## src/rtl/wb_ctrl.sv

```systemverilog
// Writeback controller: arbitrates load responses and ALU results onto one register-file write port.
// Optional macro WB_FWD_EN adds a combinational forwarding lookup on the registered write.
module wb_ctrl #(
  parameter int DATA_W = 32,
  parameter int REG_W  = 5
) (
  input  logic                  clk,
  input  logic                  resetn,
  input  logic                  iAluVld,
  input  logic [REG_W-1:0]      iAluDst,
  input  logic [DATA_W-1:0]     iAluData,
  input  logic                  iLdIssue,
  input  logic [REG_W-1:0]      iLdDst,
  input  logic                  iLdRspVld,
  input  logic [DATA_W-1:0]     iLdRspData,
  output logic                  oRegWr,
  output logic [REG_W-1:0]      oWrReg3,
  output logic [DATA_W-1:0]     oWrData,
  output logic                  oAluStall,
  output logic                  oLdStall,
  output logic [2**REG_W-1:0]   oPend,
  output logic                  oErr,
  input  logic [REG_W-1:0]      iFwdReg,
  output logic                  oFwdHit,
  output logic [DATA_W-1:0]     oFwdData
);
  localparam int NREG = 2**REG_W;

  logic [REG_W-1:0]  aluDstQ [2];
  logic [DATA_W-1:0] aluDatQ [2];
  logic [1:0]        aluCnt;
  logic [REG_W-1:0]  ldQ [2];
  logic [1:0]        ldCnt;

  logic aluIn, aluPop, aluPush, aluBypass, aluErr;
  logic ldPop, ldPush, ldErr;
  logic [1:0] aluMid, ldMid;
  logic              wrEn;
  logic [REG_W-1:0]  wrReg;
  logic [DATA_W-1:0] wrData;
  logic [NREG-1:0]   pendNxt;

  // Any load response, even an erroneous one, owns the write port for the cycle.
  always_comb begin
    aluIn     = iAluVld && (iAluDst != '0);
    ldPop     = iLdRspVld && (ldCnt != 2'd0);
    ldMid     = ldCnt - {1'b0, ldPop};
    ldPush    = iLdIssue && (ldMid != 2'd2);
    ldErr     = (iLdRspVld && (ldCnt == 2'd0)) || (iLdIssue && !ldPush);
    aluPop    = !iLdRspVld && (aluCnt != 2'd0);
    aluBypass = !iLdRspVld && (aluCnt == 2'd0) && aluIn;
    aluMid    = aluCnt - {1'b0, aluPop};
    aluPush   = aluIn && !aluBypass && (aluMid != 2'd2);
    aluErr    = aluIn && !aluBypass && !aluPush;

    wrEn   = 1'b0;
    wrReg  = iAluDst;
    wrData = iAluData;
    if (ldPop) begin
      wrEn   = (ldQ[0] != '0);
      wrReg  = ldQ[0];
      wrData = iLdRspData;
    end else if (aluPop) begin
      wrEn   = 1'b1;
      wrReg  = aluDstQ[0];
      wrData = aluDatQ[0];
    end else if (aluBypass) begin
      wrEn   = 1'b1;
    end

    // Clear before set so an issue to the same register on the retiring edge wins.
    pendNxt = oPend;
    if (ldPop) pendNxt[ldQ[0]] = 1'b0;
    if (ldPush) pendNxt[iLdDst] = 1'b1;
    pendNxt[0] = 1'b0;
  end

  always_ff @(posedge clk or negedge resetn) begin
    if (!resetn) begin
      aluCnt  <= 2'd0;
      ldCnt   <= 2'd0;
      aluDstQ <= '{default: '0};
      aluDatQ <= '{default: '0};
      ldQ     <= '{default: '0};
      oRegWr  <= 1'b0;
      oWrReg3 <= '0;
      oWrData <= '0;
      oPend   <= '0;
      oErr    <= 1'b0;
    end else begin
      if (aluPop) begin
        aluDstQ[0] <= aluDstQ[1];
        aluDatQ[0] <= aluDatQ[1];
      end
      if (aluPush) begin
        aluDstQ[aluMid[0]] <= iAluDst;
        aluDatQ[aluMid[0]] <= iAluData;
      end
      aluCnt <= aluMid + {1'b0, aluPush};
      if (ldPop) ldQ[0] <= ldQ[1];
      if (ldPush) ldQ[ldMid[0]] <= iLdDst;
      ldCnt <= ldMid + {1'b0, ldPush};
      oRegWr <= wrEn;
      if (wrEn) begin
        oWrReg3 <= wrReg;
        oWrData <= wrData;
      end
      oPend <= pendNxt;
      oErr  <= oErr | aluErr | ldErr;
    end
  end

  assign oAluStall = (aluCnt == 2'd2);
  assign oLdStall  = (ldCnt == 2'd2);

`ifdef WB_FWD_EN
  assign oFwdHit  = oRegWr && (oWrReg3 == iFwdReg) && (iFwdReg != '0);
  assign oFwdData = oWrData;
`else
  logic unusedFwd;
  assign unusedFwd = ^iFwdReg;
  assign oFwdHit   = 1'b0;
  assign oFwdData  = '0;
`endif
endmodule

```

## config.mk

```make
export PLATFORM = sky130hd
export DESIGN_NAME = wb_ctrl
export DESIGN_NICKNAME = d
export VERILOG_FILES = /design/src/rtl/wb_ctrl.sv
export SDC_FILE = /design/constraint.sdc
export NUM_CORES = 1
export LEC_CHECK = 0
export BUFFER_PORTS_ARGS = -buffer_cell sky130_fd_sc_hd__buf_4
export CELL_PAD_IN_SITES_DETAIL_PLACEMENT = 1
export CELL_PAD_IN_SITES_GLOBAL_PLACEMENT = 2
export CORE_MARGIN = 2
export CORE_UTILIZATION = 38
export DETAILED_ROUTE_END_ITERATION = 8
export GPL_TIMING_DRIVEN = 0
export PLACE_DENSITY_LB_ADDON = 0.1
export REMOVE_ABC_BUFFERS = 1
export SETUP_SLACK_MARGIN = 0.02
export SLEW_MARGIN = 20
export SYNTH_ARGS = -nofsm -noshare
export SYNTH_HDL_FRONTEND = slang
export SYNTH_SLANG_ARGS = --single-unit
export TNS_END_PERCENT = 50
```

## constraint.sdc

```tcl
create_clock -name clk -period 9.1 [get_ports clk]
set_clock_uncertainty 0.05 [all_clocks]
set_input_delay 2.73 -clock clk [delete_from_list [all_inputs] [get_ports clk]]
set_output_delay 2.73 -clock clk [all_outputs]
set_load 0.02 [all_outputs]
```

==> metrics.txt <==
Cell Rows=52; CTS tree=done; GRT Total Usage=18.7%; met3 WL=1.19 mm; R2R Path End=oPend[24]$_DFF_PN0_; asr flop ratio synth=100%; largest cells by area after synthesis=dfrtp_1, mux2_2, o21ai_0; post-synth cell types=41; post-synth top area cell=dfrtp_1; top cells by count, synth=dfrtp_1, mux2_2, o21ai_0; mapped cell area=7750 µm²; min cycle time layout=5170 ps; slowest stage delay, CP=540 ps; Pint=0.00244 W; Pins Over Slew Limit=0; CTS root buf=clkbuf_16; CTS max path bufs=2; num ports=190; layout cells sized above 1=44.5%; Worst Path Buf+Inv=2; Post-Route WL=19.5 mm; Worst EP required=9390 ps; Port Buffer Count=150; power after layout=0.00375 W; FF-to-FF Start=ldCnt[1]$_DFF_PN0_; Leak=4.52 nW; Sink Count=158; R2R depth=7; Max VDD drop=142 µV; wire per inst=18.3 µm; area grow syn2layout=27.0%; Switching Power=0.00132 W; Core Region=20100 µm²; vias in the first global route=6013; Worst Tran Pin Value=756 ps; initial antenna violation count=0; sw frac=35.1%; DR vias=5420; full die area=21500 µm²; drt first pass iters=4; final setup vio count=0; Worst path depth=8; Post-CTS Setup Repair Bufs=0; first-pass GRT wire length=31.7 mm; largest net degree at the start of global routing=99; Startpoint Class=primary input; Hold-fix buffers, CTS=0; mean post-synth cell area=12.1 µm²; Ant. Diodes=0; RSZ-0062 raised after global routing=no; most common cell in the synthesized netlist=dfrtp_1; Max-Cap Viols=0; height of the die=147 µm; synthesized flop and latch total=158; Clock Power Share=21.2%; Tcrit/Tclk final=56.8%; final non-filler cell area=9840 µm²; worst hold path class=reg -> reg; htree depth=4; final count of hold timing violations=0; clk_lat worst skew=430 ps; CP Data Arrival Time=5460 ps; sequential share of power=34.6%; post-route ant nets=0; TritonCTS Buffers=17; PostCTS Resize Cnt=0; CP Capture Type=flop; Synth top area share=51.0%; maximum fanout along the worst path=82; Initial Util=38.5%; met1 WL=7.81 mm; CP Capture Point=oPend[24]$_DFF_PN0_; post-layout util=48.9%; Post-synth EDFFs=0; gr ovfl total=0; Synth Flop Type=dfrtp_1; pwr dens=382 nW/µm²; status=completed; Gate power share=44.3%; clk slew on worst S/H paths=60 ps; DRT iter0 DRCs=115; Worst Setup SP=iLdRspVld; Max-slew headroom=48.9%; R2R setup slack=5770 ps; Post-DP Area=9190 µm²; family with the most delay on the worst path=compound AO/OA/AOI/OAI gates; RePlAce Congestion=0.712; Vias per Instance=5.09; FMAX=193 MHz; DP HPWL=13.6 mm; CP Class=in -> reg; Max stage delay cell, worst path=or3b_1; met2 WL=10.2 mm; post-synthesis cell count=641; nets=870; ordered list of cells on the worst path=buf_4, o21ai_1, inv_4, ha_1, xnor2_1, o21a_1, or3b_1, o21ai_0; sequential share of the synthesized area=51.0%; Yosys warnings=0; die width=147 µm; # DRC=0; Highest Signal Layer=met4
-- layout by cell type, fill, tap and decap left out, types with 12 or more instances in the layout --
cell type	Yosys	layout
nor2_1	12	12
buf_4	36	149
nand2_1	52	52
dfrtp_1	158	158
clkbuf_16	0	17
mux2i_1	38	38
o21ai_0	87	87
mux2_4	17	17
conb_1	1	34
mux2_2	134	134
-- cell type report --
| type | count | area [µm²] |
|---|---|---|
| tap | 270 | 338 |
| fill | 2091 | 10300 |
| clock inverter | 13 | 210 |
| timing repair buffer | 160 | 1390 |
| sequential | 158 | 3950 |
| multi-input combinational | 437 | 3470 |
| inverter | 8 | 32.5 |
| clock buffer | 19 | 443 |
-- power groups by stage --
| stage | Clock [W] | Sequential, W | Combinational, W |
|---|---|---|---|
| after floorplan | 0 | 0.00143 | 0.000942 |
| after global placement | 0 | 0.00128 | 0.00161 |
| after detailed placement | 0 | 0.00131 | 0.00168 |
| after CTS | 0.000816 | 0.00131 | 0.00169 |
| after global routing | 0.000846 | 0.00135 | 0.00180 |
| final | 0.000794 | 0.00130 | 0.00166 |
-- worst min-delay path, stage by stage (launching register included) --
cell and delay [ps]:
dfrtp_1 350, a221oi_1 50, o21ai_0 60
-- metal layers --
layer / vias to the layer above / GRT usage (%)
met2: 144 / 34.1
li1: 2497 / -
met5: - / 0
met4: 0 / 6.02
met3: 26 / 5.96
met1: 2753 / 20.8
-- worst min-delay path by stage --
stage | from | endpoint | cells after the start
final | oErr$_DFF_PN0_ | oErr$_DFF_PN0_ | 2
after global routing | flop | flop | 1
after detailed placement | flop | flop | 1
after CTS | flop | flop | 1
after global placement | flop | flop | 1
after floorplan | flop | flop | 1
-- stage by stage --
step | TNS, ps | setup WS (ps) | hold slack, ps | cells
final | 0 | 3930 | 449 | 1065
after global routing | 0 | 3660 | 476 | 1065
after CTS | 0 | 3870 | 457 | 1065
after detailed placement | 0 | 3460 | 442 | 1033
after global placement | -163630 | -3010 | 435 | 1023
after floorplan | 0 | 679 | 427 | 603
-- cell families (layout without fill, tap and decap cells) --
kind of cell               after synthesis  in the layout  synth area share, %
xor gates and xnor gates                 4              4                0.452
buffers and inverters                   79            200                 6.02
and+or+nand+nor                         95             95                 5.93
DFF                                    158            158                 51.0
adders and majority gates                4              4                0.646
muxes                                  189            189                 27.7
AOI/OAI and AO/OA                      111            111                 8.17
other                                    1             34               0.0484
No activity file was read; power rests on OpenSTA's default activity.
